===== config.mk =====
export PLATFORM = sky130hd
export DESIGN_NAME = branch_redirect_unit
export DESIGN_NICKNAME = d
export VERILOG_FILES = /design/src/rtl/branch_redirect_unit.sv
export SDC_FILE = /design/constraint.sdc
export NUM_CORES = 1
export LEC_CHECK = 0
export ABC_AREA = 1
export CAP_MARGIN = 20
export CORE_MARGIN = 2
export CORE_UTILIZATION = 59
export CTS_CLUSTER_DIAMETER = 60
export DETAILED_ROUTE_END_ITERATION = 12
export HOLD_SLACK_MARGIN = 0.08
export PLACE_DENSITY = 0.94
export SYNTH_ARGS = -nofsm -noshare
export SYNTH_HDL_FRONTEND = slang
export SYNTH_SLANG_ARGS = --single-unit

===== constraint.sdc =====
create_clock -name clk -period 4.4 [get_ports clk]
set_input_delay 0.66 -clock clk [delete_from_list [all_inputs] [get_ports clk]]
set_output_delay 0.66 -clock clk [all_outputs]
set_load 0.01 [all_outputs]

===== src/rtl/branch_redirect_unit.sv =====
// Fetch PC sequencer: pc+4 stepping, branch redirects (deferred under stall), timed flush, EX flag latch.
// Redirects take effect on the first unstalled edge; flush stays high for FLUSH_CYCLES unstalled cycles.
module branch_redirect_unit #(
  parameter int                ADDR_W       = 64,
  parameter logic [ADDR_W-1:0] RESET_PC     = '0,
  parameter int                FLUSH_CYCLES = 2
) (
  input  logic              clk,
  input  logic              reset,
  input  logic              stall,
  input  logic              alu_negative,
  input  logic              alu_overflow,
  input  logic              alu_carry_out,
  input  logic              alu_zero,
  input  logic              setFlags,
  input  logic              TakeBranch,
  input  logic [ADDR_W-1:0] br_target,
  output logic              negative,
  output logic              overflow,
  output logic              carry_out,
  output logic              zero,
  output logic [ADDR_W-1:0] pc,
  output logic              flush,
  output logic              misalign
);

  typedef enum logic [1:0] {RUN, PEND, FLUSH} state_t;

  localparam logic [2:0] FLUSH_CNT = 3'(FLUSH_CYCLES);

  state_t            state_q, state_d;
  logic [2:0]        cnt_q, cnt_d;
  logic [ADDR_W-1:0] pend_target_q, pend_target_d;
  logic [ADDR_W-1:0] pc_q, pc_d;
  logic [3:0]        flags_q, flags_d;
  logic              misalign_q, misalign_d;
  logic              flush_q, flush_d;

  logic [ADDR_W-1:0] aligned_target;
  logic [ADDR_W-1:0] pc_inc;

  assign aligned_target = {br_target[ADDR_W-1:2], 2'b00};
  assign pc_inc         = pc_q + ADDR_W'(4);

  always_comb begin
    state_d       = state_q;
    cnt_d         = cnt_q;
    pend_target_d = pend_target_q;
    pc_d          = pc_q;
    flags_d       = flags_q;
    misalign_d    = misalign_q;

    case (state_q)
      RUN: begin
        if (TakeBranch) begin
          misalign_d = misalign_q | (|br_target[1:0]);
          if (stall) begin
            pend_target_d = aligned_target;
            state_d       = PEND;
          end else begin
            pc_d    = aligned_target;
            cnt_d   = FLUSH_CNT;
            state_d = FLUSH;
          end
        end else if (!stall) begin
          pc_d = pc_inc;
        end
      end
      // Younger branches are ignored here: the older pending one owns the redirect.
      PEND: begin
        if (!stall) begin
          pc_d    = pend_target_q;
          cnt_d   = FLUSH_CNT;
          state_d = FLUSH;
        end
      end
      FLUSH: begin
        if (!stall) begin
          pc_d  = pc_inc;
          cnt_d = cnt_q - 3'd1;
          if (cnt_q == 3'd1) begin
            state_d = RUN;
          end
        end
      end
      default: state_d = RUN;
    endcase

    // Instructions in EX during a flush are being killed, so their flags are dropped.
    if (setFlags && !stall && state_q != FLUSH) begin
      flags_d = {alu_negative, alu_overflow, alu_carry_out, alu_zero};
    end

    flush_d = (state_d == FLUSH);
  end

  always_ff @(posedge clk) begin
    if (reset) begin
      state_q       <= RUN;
      cnt_q         <= 3'd0;
      pend_target_q <= '0;
      pc_q          <= RESET_PC;
      flags_q       <= 4'd0;
      misalign_q    <= 1'b0;
      flush_q       <= 1'b0;
    end else begin
      state_q       <= state_d;
      cnt_q         <= cnt_d;
      pend_target_q <= pend_target_d;
      pc_q          <= pc_d;
      flags_q       <= flags_d;
      misalign_q    <= misalign_d;
      flush_q       <= flush_d;
    end
  end

  assign {negative, overflow, carry_out, zero} = flags_q;
  assign pc       = pc_q;
  assign flush    = flush_q;
  assign misalign = misalign_q;

endmodule


# Word level (Yosys, flattened, before mapping)
# Cells that the tools add are included.
# totals
rom_bits,0
ramBits,0
regBits,137
latchBits,0
mem_count,0
# op_classes
n_lt_le_gt_ge,0
n_reduce_logical,10
div_mod_pow,0
n_addsub,2
n_mul,0
eq_ne,9
n_shift,0
n_bitwise,1
muxes,15
# op_table
op,n
$mux 64,4
$pmux 64 s3,1
$add 64x3->64 const B,1
$mux 2,5
$mux 3,3
$pmux 3 s3,1
$reduce_and 3->1,3
$ne 2x2->1 const B,4
$pmux 2 s3,1
$eq 2x2->1 const B,2
$eq 3x1->1 const B,1
$ne 3x3->1 const B,1
$reduce_bool 3->1,1
$sub 3x1->3 const B,1
$eq 2x1->1 const B,1
$logic_and 1x1->1,2
$logic_not 2->1,1
$reduce_and 2->1,1
$reduce_or 2->1,1
$logic_not 1->1,1
$or 1x1->1,1

# Longest topological paths before layout
# Gate-level depths: netlist (run 1).
# depth
depth_word,5
mapped_depth,15
ltp_nobuf,14

# Worst setup path before layout (run 1)
# Ideal clock, no wire load.
# synth_path
path_kind,input -> register
from,input TakeBranch
to,register pc_q[22] (netlist: pc[22])
path_slack_ns,2.447
t_required_ns,4.283
path_stages,10
setup_ns,0.117
arrival_ns,1.836
cell_sequence,buf_2 -> nand2_1 -> nor2_1 -> inv_2 -> nand3_1 -> inv_2 -> buf_2 -> clkbuf_1 -> o21ai_0 -> nor2_1
# synth_via
elab_chain_cells,2
word_cells_on_any_way,4
# synth_rtl
item,line,text
start: declaration,16,"input logic TakeBranch,"
$ne 3x3->1 (no source line) or $mux 64 (tied branches),-,
$reduce_and 3->1 (no source line) or $pmux 64 s3 (tied branches),-,
end signal: assignment,110,pc_q <= pc_d;
end: declaration,34,"logic [ADDR_W-1:0] pc_q, pc_d;"
# Several ways; a longest one is shown, not always the timed one.
# A chain may end at the register's enable or synchronous reset.

# Final worst setup path (run 1)
# layout_path
from,input stall
to,register pc_q[18] (netlist: pc[18])
# layout_via
elab_chain_cells,3
word_cells_on_any_way,6
# layout_rtl
item,line,text
start: declaration,10,"input logic stall,"
$mux 64 (2 in series),-,
$pmux 64 s3,-,
# Several ways; a longest one is shown, not always the timed one.

==> metrics.cfg, run 1 <==
[run_status]
status = finished, final reports clean

[timing]
period_minus_slack_ps = 2680
max_freq_mhz = 372
report.final.slew_viol_count = 0
rsz0062_at_grt = no
final-setup-viol-count = 0
slew_headroom_pct = 22.0
hold_viol = 0
skew_ps = 9.39
tns_ps = 0
layout_setup_ws_ps = 1720
min_period_over_period_pct = 61.0
tightest_slew_ps = 1170

[drt]
ant_nets = 0
drc_errors = 0
via_count = 10674
wirelength_mm = 30.7
drt_pre_antenna_iters = 9
drt_iter0_markers = 1308
viasPerCell = 5.97
wl_per_cell_um = 17.1

[die]
dieArea_sq_um = 16100
rows = 44
fp.coreArea_sq_um = 14600
die_h_um = 127
start_util_pct = 60.9
num_io_pins = 143
fp.dieW_um = 127

[synth]
synthArstFlopShare_pct = 0
synth_cell_type_count = 38
seq_area_frac_synth_pct = 30.3
synth_edf_count = 0
synth_seq_cells = 135
synthFlopType = dfxtp_1
syn_inst = 1504
syn-cell-area_sq_um = 8920
yosysWarnings = 0
synth_area_per_cell_sq_um = 5.93

[hold_path]
hp-class = flip-flop to flip-flop

[worst_setup_path]
critPathRequiredTime_ps = 4770
crit_path_end_kind = flip-flop
critPathMaxStageDelay_ps = 540
crit_path_frequent_cell = inv_2
critPathSlowestCell = inv_2
critPathKind = input port to flip-flop
cp_cell_sequence = clkdlybuf4s50_1 -> inv_2 -> nor2_1 -> inv_2 -> nand3_1 -> inv_2 -> buf_4 -> o21ai_0 -> a31oi_1
crit_path_max_fanout = 42
cp-start-kind = input port
critical_path_arrival_ps = 3050

[clocking]
cts_buffers = 17
cts-resized-gates = 0
postCtsHoldBufs = 0
cts_root_buffer = clkbuf_16
cts_buffer_depth = 2
clkSlewWorstSetupHoldPaths_ps = 60
cts_setup_buffers = 0
ctsHtreeMaxLevel = 4
numClockSinks = 135
cts_tree = done
clk_latency_ps = 440

[pwr]
clock_power_share_pct = 37.0
p_leak_nw = 4.33
power_switching_mw = 1.29
p_seq_share_pct = 38.9
swShare_pct = 33.0
pwr-share-comb_pct = 24.1
vdd_ir_drop_max_mv = 0.320
p_int_mw = 2.61
power_density_nw_per_um2 = 357

[global_route]
grt_max_degree = 97
overflow = 0
antenna_found_initial = 0
grt_usage_pct = 37.6
grt_pass1_vias = 10002
grt_pass1_wl_mm = 49.0

[layout]
final_area_sq_um = 10900
antenna_cells = 0
area_growth_pct = 22.4
multi_input_area_sq_um = 5470
final-seq-area_sq_um = 2700
num-nets-final = 1673
finalNonFillerCells = 1789
drive_above_1_share_pct = 5.17
fillers = 1211

[job]
maxCapViolCount = 0

[place]
gp_congestion = 0.986
dp_hpwl_mm = 20.4
postPlaceCellArea_sq_um = 10300
portBuffers = 140
dpl_worst_slack_ps = 1410
place_inst = 1758

## synthesized netlist by cell type, types with 3 or more instances
cell | count | area, sq um
a21oi_1 | 123 | 616
a31oi_1 | 19 | 119
and2_1 | 3 | 18.8
buf_1 | 7 | 26.3
buf_2 | 11 | 55.1
clkbuf_1 | 61 | 229
dfxtp_1 | 135 | 2700
ha_1 | 7 | 87.6
inv_1 | 110 | 413
inv_2 | 6 | 22.5
nand2_1 | 384 | 1440
nand2_2 | 8 | 50.1
nand2_4 | 5 | 56.3
nand3_1 | 56 | 280
nand3b_1 | 11 | 82.6
nand4_1 | 19 | 119
nor2_1 | 272 | 1020
nor2_2 | 9 | 56.3
nor2_4 | 4 | 45.0
nor2_8 | 3 | 60.1
nor3_1 | 6 | 30.0
o211ai_1 | 4 | 30.0
o21ai_0 | 192 | 961
o21ai_1 | 3 | 15.0
o22ai_1 | 6 | 37.5
xnor2_1 | 11 | 96.3
xor2_1 | 15 | 131
## through the flow
| step | utilization [%] | total power [mW] | hold slack (ps) |
|---|---|---|---|
| CTS | 74.6 | 3.87 | 450 |
| finish | 74.6 | 3.90 | 447 |
| global placement | 70.7 | 2.42 | 436 |
| global route | 74.6 | 4.05 | 483 |
| detailed placement | 70.7 | 2.44 | 440 |
| floorplan | - | 2.04 | 425 |
## logic make-up (layout without fill, tap and decap cells)
| family | Yosys count | after routing | synth area share [%] |
|---|---|---|---|
| and+or+nand+nor | 785 | 785 | 37.2 |
| AOI/OAI and AO/OA | 350 | 350 | 20.2 |
| buffers and inverters | 199 | 299 | 8.69 |
| DFF | 135 | 135 | 30.3 |
| xor gates and xnor gates | 26 | 26 | 2.55 |
| adders and majority gates | 7 | 7 | 0.981 |
| other | 1 | 2 | 0.0420 |
| muxes | 1 | 1 | 0.112 |
## worst max-delay path, delay by kind of cell
family / cells / cell delay (ps)
buffers and inverters: 5 / 1800
and+or+nand+nor: 2 / 230
AOI/OAI and AO/OA: 2 / 350
## sequential cells by signal, summed over array words and instances (netlist names)
| signal | count |
|---|---|
| cnt_q | 3 |
| misalign | 1 |
| pend_target_q | 62 |
| pc | 62 |
| flags_q | 4 |
| state_q | 2 |
| flush | 1 |
## placed cells by master (no fill, tap or decap), types with 3 or more instances in the layout
| master | count |
|---|---|
| a21oi_1 | 123 |
| nand3_1 | 56 |
| nor2_4 | 4 |
| dfxtp_1 | 135 |
| nor2_1 | 272 |
| o21ai_0 | 192 |
| nand2_4 | 5 |
| buf_4 | 9 |
| xor2_1 | 15 |
| ha_1 | 5 |
| clkbuf_16 | 17 |
| o22ai_1 | 6 |
| xnor2_1 | 11 |
| clkinv_2 | 4 |
| clkdlybuf4s50_1 | 140 |
| nor2_2 | 9 |
| nor3_1 | 6 |
| inv_6 | 3 |
| nand3b_1 | 11 |
| inv_2 | 7 |
| nand2_2 | 8 |
| and2_1 | 3 |
| o211ai_1 | 4 |
| inv_1 | 109 |
| nand4_1 | 19 |
| nor2_8 | 3 |
| nand2_1 | 384 |
| a31oi_1 | 19 |
| o21ai_1 | 3 |
## layout make-up
cell class	count	area share (%)
Multi-Input combinational cell	1171	50.0
Timing Repair Buffer	151	13.8
Clock inverter	11	1.12
Clock buffer	20	4.18
Sequential cell	135	24.7
Inverter	117	4.02
Tap cell	184	2.11
## worst paths after layout
kind,depth (start not counted),start,slack (ps),end
max,9,stall,1720,pc[18]$_SDFFE_PP0P_
min,2,pend_target_q[17]$_SDFFE_PP0P_,450,pend_target_q[17]$_SDFFE_PP0P_
max reg2reg,7,state_q[1]$_SDFF_PP0_,1760,pc[3]$_SDFFE_PP0P_
min reg2reg,2,pend_target_q[17]$_SDFFE_PP0P_,450,pend_target_q[17]$_SDFFE_PP0P_
## routing by layer
layer	wire length [um]	track usage, %	up-vias
met5	0	0	-
met4	1260	17.5	0
met3	3140	8.12	131
met2	14200	62.6	690
met1	12100	46.6	4809
li1	-	-	5044
## power groups by stage
stage               registers [mW]  logic (mW)  clock network, mW
global placement              1.53       0.884                  0
floorplan                     1.52       0.515                  0
detailed placement            1.53       0.911                  0
finish                        1.52       0.941               1.44
CTS                           1.51       0.924               1.43
global route                  1.53        1.03               1.49
Note: power is estimated with default switching activity, not from simulation.
==> run 2: changes to the inputs <==
- CORE_UTILIZATION: 59 -> 50
- PLACE_DENSITY: 0.94 -> 0.85
- clock period: 4.4 -> 2.3 ns (I/O delays scaled with it)
==> run 2 against run 1 <==
Wire length is 3.0% higher. Highest routed layer unchanged. Largest cell class unchanged. Non-clock buffer count is 56 higher. Total power is 91% higher. Critical endpoint is now pc[59]$_SDFFE_PP0P_. Setup slack worse by 1600 ps. Largest power group unchanged.
==> metrics.cfg, run 2 (same netlist as run 1, synthesis figures left out) <==
[clocking]
cts_setup_buffers = 0  ; unchanged
cts_buffer_depth = 2  ; unchanged
ctsHtreeMaxLevel = 4  ; unchanged
numClockSinks = 135  ; unchanged
cts_buffers = 17  ; unchanged
cts_root_buffer = clkbuf_16
clk_latency_ps = 430  ; about the same
postCtsHoldBufs = 0  ; unchanged
cts_tree = done
clkSlewWorstSetupHoldPaths_ps = 60  ; about the same

[timing]
report.final.slew_viol_count = 0  ; unchanged
hold_ws_ps = 447  ; -0.208 ps
min_period_over_period_pct = 94.0
max_freq_mhz = 463
slew_headroom_pct = 50.6  ; +29 points
final-setup-viol-count = 0  ; unchanged
tightest_slew_ps = 740  ; -429 ps
hold_viol = 0  ; unchanged
skew_ps = 7.74  ; -1.65 ps
period_minus_slack_ps = 2160
rsz0062_at_grt = no

[global_route]
grt_pass1_vias = 9827  ; -1.7%
met2_usage_pct = 55.5  ; -7.1 points
busiest_layer = met2
grt_pass1_wl_mm = 49.7  ; +1.5%
grt_util_met1_pct = 42.9  ; -3.8 points
grt_usage_pct = 33.8  ; -3.7 points
use_met3_pct = 5.74  ; -2.4 points
antenna_found_initial = 0  ; unchanged
overflow = 0  ; unchanged
grt_max_degree = 108  ; +11%

[die]
die_h_um = 138  ; +8.4%
fp.coreArea_sq_um = 17400  ; +19%
start_util_pct = 51.4  ; -9.5 points
num_io_pins = 143  ; unchanged
fp.dieW_um = 138  ; +8.4%
rows = 48  ; +9.1%
dieArea_sq_um = 18900  ; +17%

[worst_setup_path]
critical_path_arrival_ps = 2480  ; -570 ps
crit_path_max_fanout = 6  ; -86%
critPathRequiredTime_ps = 2620  ; -2150 ps
crit_path_end_kind = flip-flop
critPathKind = flip-flop to flip-flop
cp-start-kind = flip-flop

[drt]
drc_errors = 0  ; unchanged
wirelength_mm = 31.6  ; +3.0%
drt_pre_antenna_iters = 7  ; -2
drt_iter0_markers = 1003  ; -23%
ant_nets = 0  ; unchanged
wl_per_cell_um = 16.7  ; -2.3%
via_count = 10702  ; +0.26%
viasPerCell = 5.67  ; -4.9%

[layout]
antenna_cells = 0  ; unchanged
mostFrequentLayoutCells = nand2_1 (384), nor2_1 (271), o21ai_0 (192)
drive_above_1_share_pct = 8.24  ; +3.1 points
num-nets-final = 1729  ; +3.3%
fillers = 1635  ; +35%
final_common_cell = nand2_1
final_area_sq_um = 11400  ; +4.6%
area_growth_pct = 28.1

[run_status]
status = finished, final reports clean

[hold_path]
hp-class = flip-flop to flip-flop

[pwr]
power_density_nw_per_um2 = 652  ; +82%
vdd_ir_drop_max_mv = 0.540  ; +69%
p_leak_nw = 4.61  ; +6.4%

[place]
postPlaceCellArea_sq_um = 10900  ; +5.2%
dp_hpwl_mm = 22.0  ; +8.1%
gp_congestion = 0.980  ; -0.67%
portBuffers = 140  ; unchanged

[job]
maxCapViolCount = 0  ; unchanged

[run 2: changes by cell type in the layout (fill, tap and decap cells not counted), moves of 3 or more]
cell / change
buf_12: +5
clkbuf_1: +4
buf_4: +51
inv_6: -3
[run 2: path summary, 6_finish.rpt]
path / startpoint / end / slack [ps] / cells after the start
worst max-delay path: pc[34]$_SDFFE_PP0P_ / pc[59]$_SDFFE_PP0P_ / 140 / 11
worst min-delay path: misalign$_SDFFE_PP0P_ / misalign$_SDFFE_PP0P_ / 450 / 2
worst max register to register: pc[34]$_SDFFE_PP0P_ / pc[59]$_SDFFE_PP0P_ / 140 / 11
worst min register to register: misalign$_SDFFE_PP0P_ / misalign$_SDFFE_PP0P_ / 450 / 2
[run 2: layout make-up]
cell class	instances	area (sq um)	share of cell area, %
clock buffer	24	472	4.13
clock inverter	8	73.8	0.646
inverter	117	439	3.84
multi-input combinational	1171	5470	47.8
sequential	135	2700	23.6
tap	225	282	2.46
timing repair buffer	207	1990	17.4
[run 2: metrics by stage]
step / TNS [ps] / worst slack, ps / power [mW] / utilization (%) / cells
2_1_floorplan: 0 / 465 / 3.90 / - / 1505
3_3_place_gp: -16.3 / -16.3 / 4.78 / 62.7 / 1855
3_5_place_dp: -44.8 / -40.2 / 4.82 / 62.7 / 1855
4_1_cts: 0 / 215 / 7.42 / 65.8 / 1887
5_1_grt: 0 / 6.33 / 7.77 / 65.8 / 1887
6_report: 0 / 138 / 7.45 / 65.8 / 1887
[run 2: critical path, cell delays in order (launching register included)]
cell and delay, ps:
dfxtp_1 540, nand2_1 130, nor2_1 150, nand2_1 110
inv_1 150, nand2_1 160, nor2_1 300, nand3_1 140
nand2_1 100, nand2_1 60, a21oi_1 130, a21oi_1 70
[run 2: routing by layer]
layer | vias up | part of all wire, %
met3 | 93 | 8.4
met2 | 542 | 46
li1 | 5145 | -
met5 | - | 0
met4 | 0 | 4.0
met1 | 4922 | 41
[run 2: repair_timing]
| item | in CTS | in global routing |
|---|---|---|
| endpoints found under the setup margin | 0 | 1 |
| endpoints found under the hold margin | 0 | 0 |
| resized for setup | 0 | 1 |
[run 2: power breakdown]
part           total (mW)  internal [mW]  switching [mW]  leakage (nW)
clock network        2.63           1.54            1.09         0.264
logic                1.95          0.855            1.10          3.23
registers            2.87           2.59           0.279          1.12
total                7.45           4.98            2.47          4.61
==> run 3: changes to the inputs <==
- CELL_PAD_IN_SITES_DETAIL_PLACEMENT: default -> 0
- CELL_PAD_IN_SITES_GLOBAL_PLACEMENT: default -> 1
- CORE_UTILIZATION: 50 -> 34
- SLEW_MARGIN: default -> 20
==> run 3 against run 2 <==
Via count decreased by 2.2%. Sequential share of layout area decreased by 0.67 points. Die area increased by 46%. Clock power increased by 19%.
==> metrics.cfg, run 3 (same netlist as run 1, synthesis figures left out) <==
[run_status]
status = finished, final reports clean

[die]
die_h_um = 166  ; +21%
fp.dieW_um = 166  ; +21%
fp.coreArea_sq_um = 25900  ; +49%
rows = 59  ; +23%
start_util_pct = 34.4  ; -17 points
dieArea_sq_um = 27600  ; +46%
num_io_pins = 143  ; unchanged

[worst_setup_path]
critical_path_arrival_ps = 2480  ; about the same
r2r_start = pc[33]$_SDFFE_PP0P_
cp-start-kind = flip-flop
crit_path_end_kind = flip-flop
critPathRequiredTime_ps = 2670  ; +50 ps
crit_path_max_fanout = 6  ; unchanged
critPathKind = flip-flop to flip-flop
crit_start = pc[33]$_SDFFE_PP0P_

[place]
portBuffers = 140  ; unchanged
dpl_worst_slack_ps = -36.0  ; +4.14 ps
gp_congestion = 0.925  ; -5.6%
dp_hpwl_mm = 23.2  ; +5.4%
place_inst = 1972  ; +6.3%

[drt]
viasPerCell = 5.22  ; -7.9%
wirelength_mm = 33.6  ; +6.4%
drt_pre_antenna_iters = 5  ; -2
ant_nets = 0  ; unchanged
drt_iter0_markers = 999  ; -0.40%
via_count = 10468  ; -2.2%
drc_errors = 0  ; unchanged
wl_per_cell_um = 16.8  ; +0.14%

[layout]
final_common_cell = nand2_1
fillers = 2736  ; +67%
final-seq-area_sq_um = 2700  ; unchanged
mostFrequentLayoutCells = nand2_1 (384), nor2_1 (270), o21ai_0 (192)
multi_input_area_sq_um = 5480  ; +0.14%
area_growth_pct = 31.8
num-nets-final = 1736  ; +0.40%
finalNonFillerCells = 2004  ; +6.2%
antenna_cells = 0  ; unchanged
drive_above_1_share_pct = 8.99  ; +0.74 points

[clocking]
cts_buffers = 17  ; unchanged
cts_root_buffer = clkbuf_16
clk_latency_ps = 440  ; about the same
numClockSinks = 135  ; unchanged
clkSlewWorstSetupHoldPaths_ps = 70  ; about the same
cts_buffer_depth = 2  ; unchanged
cts_tree = done
ctsHtreeMaxLevel = 4  ; unchanged

[global_route]
grt_usage_pct = 24.2  ; -9.6 points
antenna_found_initial = 0  ; unchanged
grt_pass1_wl_mm = 53.7  ; +8.0%
grt_pass1_vias = 9951  ; +1.3%
grt_max_degree = 97  ; -10%
overflow = 0  ; unchanged

[pwr]
power_mw = 8.01  ; +7.4%
vdd_ir_drop_max_mv = 0.332  ; -39%
p_leak_nw = 4.71  ; +2.2%
power_density_nw_per_um2 = 681  ; +4.4%

[timing]
period_minus_slack_ps = 2110  ; -50.4 ps
tightest_slew_ps = 552  ; -187 ps
rsz0062_at_grt = no
slew_headroom_pct = 63.1  ; +12 points
skew_ps = 10.2  ; +2.42 ps
max_freq_mhz = 474  ; +2.4%
report.final.slew_viol_count = 0  ; unchanged
final-setup-viol-count = 0  ; unchanged
min_period_over_period_pct = 91.8  ; -2.2 points
hold_viol = 0  ; unchanged
layout_setup_ws_ps = 189  ; +50.4 ps

[hold_path]
hp-class = flip-flop to flip-flop
hp-start = misalign$_SDFFE_PP0P_

[job]
maxCapViolCount = 0  ; unchanged

==> run 3: critical path: stages, from the launching register on <==
cell      delay [ps]
dfxtp_1          490
nand2_1          140
nor2_2           250
nand2_1          120
nor3b_1          480
nand3b_1         180
nand2_1          100
nand2_1           50
nand2_1           60
nand2_1           40
a21oi_1          130
==> run 3: worst paths after layout <==
check,end,slack (ps),depth (start not counted)
hold reg to reg,misalign$_SDFFE_PP0P_,450,2
setup / recovery,pc[46]$_SDFFE_PP0P_,190,10
hold / removal,misalign$_SDFFE_PP0P_,450,2
setup reg to reg,pc[46]$_SDFFE_PP0P_,190,10
==> run 3: layout make-up <==
cell class / count / area share (%)
timing repair buffer: 214 / 17.6
inverter: 117 / 3.73
sequential: 135 / 23.0
clock inverter: 14 / 1.86
multi-input combinational: 1171 / 46.5
clock buffer: 18 / 3.73
tap: 335 / 3.56
==> run 3: what timing repair did <==
action,in CTS,in global routing
setup endpoints to repair,0,3
buffers inserted,0,0
hold buffers,0,0
gates resized for setup,0,2
==> run 3: report_power, final <==
group          leakage, nW  internal, mW  switching, mW  total, mW
clock                0.317          1.96           1.18       3.14
combinational         3.28         0.886           1.13       2.01
sequential            1.12          2.59          0.261       2.85
total                 4.71          5.44           2.57       8.01
==> run 3: layer usage <==
metal | track usage [%] | wire length [um] | up-vias
met2 | 38.6 | 15300 | 363
met4 | 8.32 | 752 | 0
met5 | 0 | 0 | -
met3 | 4.79 | 2260 | 49
met1 | 32.8 | 15300 | 4892
li1 | - | - | 5164
==> run 3: metrics by stage <==
step | util [%] | hold WS (ps) | area (sq um) | TNS (ps)
6_report | 45.4 | 450 | 11800 | 0
3_3_place_gp | 42.8 | 437 | 11100 | -40.8
4_1_cts | 45.4 | 451 | 11800 | 0
3_5_place_dp | 42.8 | 442 | 11100 | -174
2_1_floorplan | - | 414 | 8930 | 0
5_1_grt | 45.4 | 466 | 11800 | 0
